===== config.mk =====
export PLATFORM = sky130hd
export DESIGN_NAME = stack_unit
export DESIGN_NICKNAME = d
export VERILOG_FILES = /design/src/rtl/stack_unit.sv
export SDC_FILE = /design/constraint.sdc
export NUM_CORES = 2
export LEC_CHECK = 0
export ABC_CLOCK_PERIOD_IN_PS = 11500
export BUFFER_PORTS_ARGS = -buffer_cell sky130_fd_sc_hd__clkbuf_2
export CAP_MARGIN = 25
export CORE_ASPECT_RATIO = 1.4
export CORE_UTILIZATION = 50
export CTS_CLUSTER_SIZE = 28
export DETAILED_ROUTE_END_ITERATION = 8
export HOLD_SLACK_MARGIN = 0.02
export PLACE_DENSITY = 0.66
export SYNTH_ARGS = -nofsm -noshare
export SYNTH_HDL_FRONTEND = slang
export SYNTH_SLANG_ARGS = --single-unit

===== constraint.sdc =====
create_clock -name clk -period 11.5 [get_ports clk]
set_input_delay 2.3 -clock clk [delete_from_list [all_inputs] [get_ports clk]]
set_output_delay 2.3 -clock clk [all_outputs]
set_load 0.005 [all_outputs]

===== src/rtl/stack_unit.sv =====
// -----------------------------------------------------------------------------
// stack_unit
//
// Hardware call/data stack that owns a private stack RAM and the stack
// pointer. It executes PUSH/POP/CALL/RET requests from decode/execute and
// continuously drives sp_out into the register file's R31 (Write_From_Stack)
// input. POP and RET data return on dedicated outputs with one-cycle valid
// pulses.
//
// Parameters:
//   DEPTH     - number of 32-bit stack entries (power of two, >= 2)
//   ADDR_W    - log2(DEPTH)
//   STACK_TOP - byte address reported on sp_out when the stack is empty
//
// Ports:
//   clk        in   single clock, all state changes on its rising edge
//   reset      in   asynchronous active-high reset
//   op_valid   in   request present
//   op         in   3'b000 NOP, 001 PUSH, 010 POP, 011 CALL, 100 RET (else NOP)
//   push_data  in   word pushed by PUSH
//   ret_pc     in   return address pushed by CALL
//   op_ready   out  request can be accepted this cycle
//   pop_data   out  word returned by POP (valid with pop_valid)
//   pop_valid  out  one-cycle pulse
//   ret_addr   out  address returned by RET (valid with ret_valid)
//   ret_valid  out  one-cycle pulse
//   sp_out     out  STACK_TOP - 4*count
//   count      out  entries currently on the stack
//   full       out  count == DEPTH
//   empty      out  count == 0
//   overflow   out  sticky: PUSH/CALL attempted while full
//   underflow  out  sticky: POP/RET attempted while empty
// -----------------------------------------------------------------------------
module stack_unit #(
    parameter int          DEPTH     = 64,
    parameter int          ADDR_W    = 6,
    parameter logic [31:0] STACK_TOP = 32'd1024
) (
    input  logic                clk,
    input  logic                reset,
    input  logic                op_valid,
    input  logic [2:0]          op,
    input  logic signed [31:0]  push_data,
    input  logic [31:0]         ret_pc,
    output logic                op_ready,
    output logic signed [31:0]  pop_data,
    output logic                pop_valid,
    output logic [31:0]         ret_addr,
    output logic                ret_valid,
    output logic [31:0]         sp_out,
    output logic [ADDR_W:0]     count,
    output logic                full,
    output logic                empty,
    output logic                overflow,
    output logic                underflow
);

    localparam logic [2:0] OP_PUSH = 3'b001;
    localparam logic [2:0] OP_POP  = 3'b010;
    localparam logic [2:0] OP_CALL = 3'b011;
    localparam logic [2:0] OP_RET  = 3'b100;

    localparam logic [ADDR_W:0] CNT_ONE  = (ADDR_W+1)'(1);
    localparam logic [ADDR_W:0] CNT_FULL = (ADDR_W+1)'(DEPTH);

    typedef enum logic {
        ST_IDLE = 1'b0,
        ST_READ = 1'b1
    } state_t;

    // -------------------------------------------------------------------------
    // State registers and their next-state values
    // -------------------------------------------------------------------------
    state_t             state_q,     state_d;
    logic [ADDR_W:0]    count_q,     count_d;
    logic               rd_ret_q,    rd_ret_d;     // pending read is a RET
    logic [31:0]        pop_data_q,  pop_data_d;
    logic [31:0]        ret_addr_q,  ret_addr_d;
    logic               pop_valid_q, pop_valid_d;
    logic               ret_valid_q, ret_valid_d;
    logic               overflow_q,  overflow_d;
    logic               underflow_q, underflow_d;

    // -------------------------------------------------------------------------
    // Stack RAM: one write port, one registered read port, no reset so it
    // maps onto block RAM.
    // -------------------------------------------------------------------------
    logic [31:0]        mem [DEPTH];
    logic               mem_we;
    logic               mem_re;
    logic [ADDR_W-1:0]  mem_waddr;
    logic [ADDR_W-1:0]  mem_raddr;
    logic [31:0]        mem_wdata;
    logic [31:0]        mem_rdata_q;

    logic               full_w;
    logic               empty_w;

    assign full_w  = (count_q == CNT_FULL);
    assign empty_w = (count_q == '0);

    // Writes land at the current count; the top-of-stack read address is
    // count-1, sampled on the accepting edge so the data is ready for the
    // READ cycle. A write and a read are never requested on the same edge.
    assign mem_waddr = count_q[ADDR_W-1:0];
    assign mem_raddr = ADDR_W'(count_q - CNT_ONE);
    assign mem_wdata = (op == OP_CALL) ? ret_pc : push_data;

    always_ff @(posedge clk) begin
        if (mem_we) begin
            mem[mem_waddr] <= mem_wdata;
        end
        if (mem_re) begin
            mem_rdata_q <= mem[mem_raddr];
        end
    end

    // -------------------------------------------------------------------------
    // FSM state register and datapath registers
    // -------------------------------------------------------------------------
    always_ff @(posedge clk or posedge reset) begin
        if (reset) begin
            state_q     <= ST_IDLE;
            count_q     <= '0;
            rd_ret_q    <= 1'b0;
            pop_data_q  <= '0;
            ret_addr_q  <= '0;
            pop_valid_q <= 1'b0;
            ret_valid_q <= 1'b0;
            overflow_q  <= 1'b0;
            underflow_q <= 1'b0;
        end else begin
            state_q     <= state_d;
            count_q     <= count_d;
            rd_ret_q    <= rd_ret_d;
            pop_data_q  <= pop_data_d;
            ret_addr_q  <= ret_addr_d;
            pop_valid_q <= pop_valid_d;
            ret_valid_q <= ret_valid_d;
            overflow_q  <= overflow_d;
            underflow_q <= underflow_d;
        end
    end

    // -------------------------------------------------------------------------
    // FSM next-state and control
    // -------------------------------------------------------------------------
    always_comb begin
        state_d     = state_q;
        count_d     = count_q;
        rd_ret_d    = rd_ret_q;
        pop_data_d  = pop_data_q;
        ret_addr_d  = ret_addr_q;
        pop_valid_d = 1'b0;
        ret_valid_d = 1'b0;
        overflow_d  = overflow_q;
        underflow_d = underflow_q;
        mem_we      = 1'b0;
        mem_re      = 1'b0;
        op_ready    = 1'b0;

        case (state_q)
            ST_IDLE: begin
                op_ready = 1'b1;
                if (op_valid) begin
                    case (op)
                        OP_PUSH, OP_CALL: begin
                            if (full_w) begin
                                overflow_d = 1'b1;
                            end else begin
                                mem_we  = 1'b1;
                                count_d = count_q + CNT_ONE;
                            end
                        end
                        OP_POP, OP_RET: begin
                            if (empty_w) begin
                                underflow_d = 1'b1;
                            end else begin
                                mem_re   = 1'b1;
                                count_d  = count_q - CNT_ONE;
                                rd_ret_d = (op == OP_RET);
                                state_d  = ST_READ;
                            end
                        end
                        default: ;  // NOP and illegal codes change nothing
                    endcase
                end
            end

            ST_READ: begin
                // RAM output is valid now; steer it to the matching port and
                // leave the other data output untouched.
                state_d = ST_IDLE;
                if (rd_ret_q) begin
                    ret_addr_d  = mem_rdata_q;
                    ret_valid_d = 1'b1;
                end else begin
                    pop_data_d  = mem_rdata_q;
                    pop_valid_d = 1'b1;
                end
            end

            default: state_d = ST_IDLE;
        endcase
    end

    // -------------------------------------------------------------------------
    // Outputs. sp_out/full/empty depend on count only (modulo-2^32 arithmetic).
    // -------------------------------------------------------------------------
    assign pop_data  = pop_data_q;
    assign pop_valid = pop_valid_q;
    assign ret_addr  = ret_addr_q;
    assign ret_valid = ret_valid_q;
    assign count     = count_q;
    assign full      = full_w;
    assign empty     = empty_w;
    assign overflow  = overflow_q;
    assign underflow = underflow_q;
    assign sp_out    = STACK_TOP - (32'(count_q) << 2);

endmodule


==> flow_summary.ini <==
[outcome]
status = finished clean

[detailed_routing]
drcViolationCount = 0
routed-via-count = 39500
vias_per_cell = 6.36
ant_nets = 0
wire_per_inst_um = 34.2
first_iter_violations = 4756
routed_wl_um = 212000
drtPass1Iterations = 5

[synth]
synth_area_mm2 = 0.0831
ys_ff_latch = 2157
synth_top_area_share = 0.752
synth_ff_type = edfxtp_1
yosys_warnings = 0
netlist_instances = 3602
avgSynthCellArea_um2 = 23.1
yosys.area.top_type = edfxtp_1
ys_seq_area_frac = 0.775
synth_edf_count = 2080
synth.area.top_cells = edfxtp_1, mux4_2, dfrtp_1, mux2_2, mux2i_1
async_flop_share = 0.0357
synth.distinct_cells = 56

[grt]
grt_first_pass_wirelength_um = 300000
antenna_found_initial = 11
grt_use_total = 0.257
grt_overflow = 0
grt_max_degree = 119
grt_pass1_vias = 39800

[clock_network]
holdBufCountCts = 0
cts_setup_buffers = 0
path_clk_slew_ns = 0.06
numCtsBuffers = 194
cts_resized = 0
root_buffer = clkbuf_16
insertion_delay_ns = 0.85
cts_tree = done
cts_sinks = 2157
ctsLongestPathBuffers = 3
htree_levels = 4

[pwr]
powerDensity_mw_per_mm2 = 271
switching_share = 0.351
clockPowerShare = 0.253
leakagePower_nw = 29.7
p_switching_mw = 8.92
intPower_mw = 16.5
combPwrFrac = 0.387
seqPwrFrac = 0.361
ir_drop_uv = 463

[sta]
max_slew_margin = 0.191
fmax_ghz = 0.163
min_period_ns = 6.12
rsz0062_at_grt = no
hold_viol = 0
clock_skew_ns = 0.0329
tns_ns = 0
worst_pin_slew_ns = 1.21
finalSetupViolations = 0
fin_crit_sh = 0.533
drv_slew = 0

[setup_path]
cpPeakStageDelay_ns = 0.95
critPathLaunchType = register
cp-end-kind = primary output
crit_chain = inv_1 > ha_4 > buf_4 > clkbuf_2
cp.depth = 4
critical_path_class = reg -> out
cpLargestDelayFamily = buffers and inverters
slowest_stage = dfrtp_4
worstPathArrival_ns = 3.82
path_buf_inv = 3
worstPathMaxFanout = 52
ff2ff_path_depth = 9
cp.required_ns = 9.20

[cells_and_area]
utilization = 0.569
syn_to_final_growth_pct = 12.9
drive_gt1_frac = 0.333
fin_nets = 3974

[worst_hold_path]
holdPathStages = 1
hp-class = reg -> reg

[floorplan]
start_util = 0.504
dieArea_mm2 = 0.168
std_cell_rows = 176
coreArea_mm2 = 0.165
die_h_um = 484
ios = 180
die-width_um = 347

[placement]
gp_congestion = 0.839
dp_hpwl_um = 123000
numPortBuffers = 156

[flow_run]
drv_cap = 0
[sequential cells by signal, summed over array words and instances, names as in the netlist]
register / count
pop_data: 32
pop_valid: 1
rd_ret_q: 1
ret_valid: 1
state_q: 1
count: 7
underflow: 1
ret_addr: 32
mem: 2048
mem_rdata_q: 32
overflow: 1
[metrics by stage]
step | hold WS, ns | area (um^2) | setup slack [ns] | total power [mW] | cells
after floorplan | 0.466 | 83200 | 6.44 | 15.3 | 3624
after global placement | 0.480 | 87000 | 5.21 | 19.1 | 5820
after detailed placement | 0.464 | 87300 | 5.64 | 19.2 | 5833
after CTS | 0.479 | 93600 | 5.23 | 25.5 | 6197
after global routing | 0.503 | 93800 | 5.12 | 26.1 | 6206
final | 0.477 | 93800 | 5.38 | 25.4 | 6209
[path summary, 6_finish.rpt]
| kind | start | endpoint | slack [ns] |
|---|---|---|---|
| min in group asynchronous | reset | overflow$_DFFE_PP0P_ | 1.39 |
| max | count[0]$_DFFE_PP0P_ | sp_out[3] | 5.38 |
| min reg2reg | overflow$_DFFE_PP0P_ | overflow$_DFFE_PP0P_ | 0.48 |
| min | overflow$_DFFE_PP0P_ | overflow$_DFFE_PP0P_ | 0.48 |
| max in group asynchronous | reset | ret_addr[15]$_DFFE_PP0P_ | 8.87 |
| max reg2reg | count[0]$_DFFE_PP0P_ | mem_rdata_q[27]$_DFFE_PP_ | 5.77 |
[power by group through the flow]
stage	combinational, mW	clock [mW]	sequential (mW)
after floorplan	6.10	0	9.23
after global placement	9.77	0	9.33
after detailed placement	9.83	0	9.34
after CTS	9.87	6.51	9.17
after global routing	10.2	6.78	9.19
final	9.83	6.43	9.17
[cell families (layout without fill, tap and decap cells)]
family / after synthesis / in the layout / share of synthesized area
xor+xnor: 14 / 14 / 0.00157
simple gates: 296 / 296 / 0.0155
compound gates: 166 / 166 / 0.0163
mux: 731 / 731 / 0.176
other cells: 1 / 27 / 0.0000451
fa+ha+maj: 3 / 3 / 0.000452
flops: 2157 / 2157 / 0.775
buf+inv: 234 / 679 / 0.0151
[cells in the mapped netlist, types with 2 or more instances]
cell type	n
and2_1	17
o221a_2	13
a211o_1	2
clkbuf_1	71
ha_1	3
nor2b_1	5
a211oi_1	16
buf_2	74
or2_0	13
buf_4	39
a21oi_1	23
nand2_1	140
a32oi_1	41
o31ai_1	2
a311o_1	13
nor3_1	4
or3_1	4
buf_6	18
mux2i_1	60
nor4_1	2
xnor2_1	6
o21ai_0	4
mux2_2	96
xor2_1	7
o21bai_1	5
edfxtp_1	2080
nor2_1	87
a21bo_1	13
nand2b_1	2
dfrtp_1	77
buf_1	20
nand3_1	11
mux4_2	575
a311oi_1	5
inv_1	12
and3_1	3
a221oi_1	5
a31o_2	2
a31oi_1	15
[layout make-up]
cell class                 count  area, um^2
inverter                      12        46.3
multi-input combinational   1233       18100
fill                       11800       71000
tap                         2136        2670
clock inverter               128        1210
antenna                        4        10.0
sequential                  2157       64400
clock buffer                 236        5050
timing repair buffer         303        2250
[metal layers]
metal	global-route usage	vias to the layer above	part of all wire
li1	-	15800	-
met1	0.334	21300	0.37
met2	0.424	1986	0.50
met3	0.0469	379	0.087
met4	0.114	8	0.048
met5	0	-	0.00023
[placed cells by master (no fill, tap or decap), types with 6 or more instances in the layout]
master      synthesis  layout
clkinvlp_4          0       8
or2_0              13      13
and2_1             17      16
inv_1              12      10
nand2_1           140     138
a32oi_1            41      41
clkbuf_1           71      38
edfxtp_1         2080    2080
o221a_2            13      13
mux2_2             96      92
dfrtp_1            77      76
buf_4              39     120
clkbuf_16           0     194
mux4_2            575     575
clkinv_1            0      48
a21oi_1            23      23
clkinv_8            0       6
nand3_1            11      11
a31oi_1            15      15
buf_12              0      17
clkinv_2            0      36
nor2_1             87      21
a211oi_1           16      16
buf_16              0       8
a21bo_1            13      13
a311o_1            13      13
nor2_4              0      65
bufinv_16           0      17
conb_1              1      23
mux2i_1            60      60
clkbuf_2            0     156
Power figures use the tool's default switching activity.
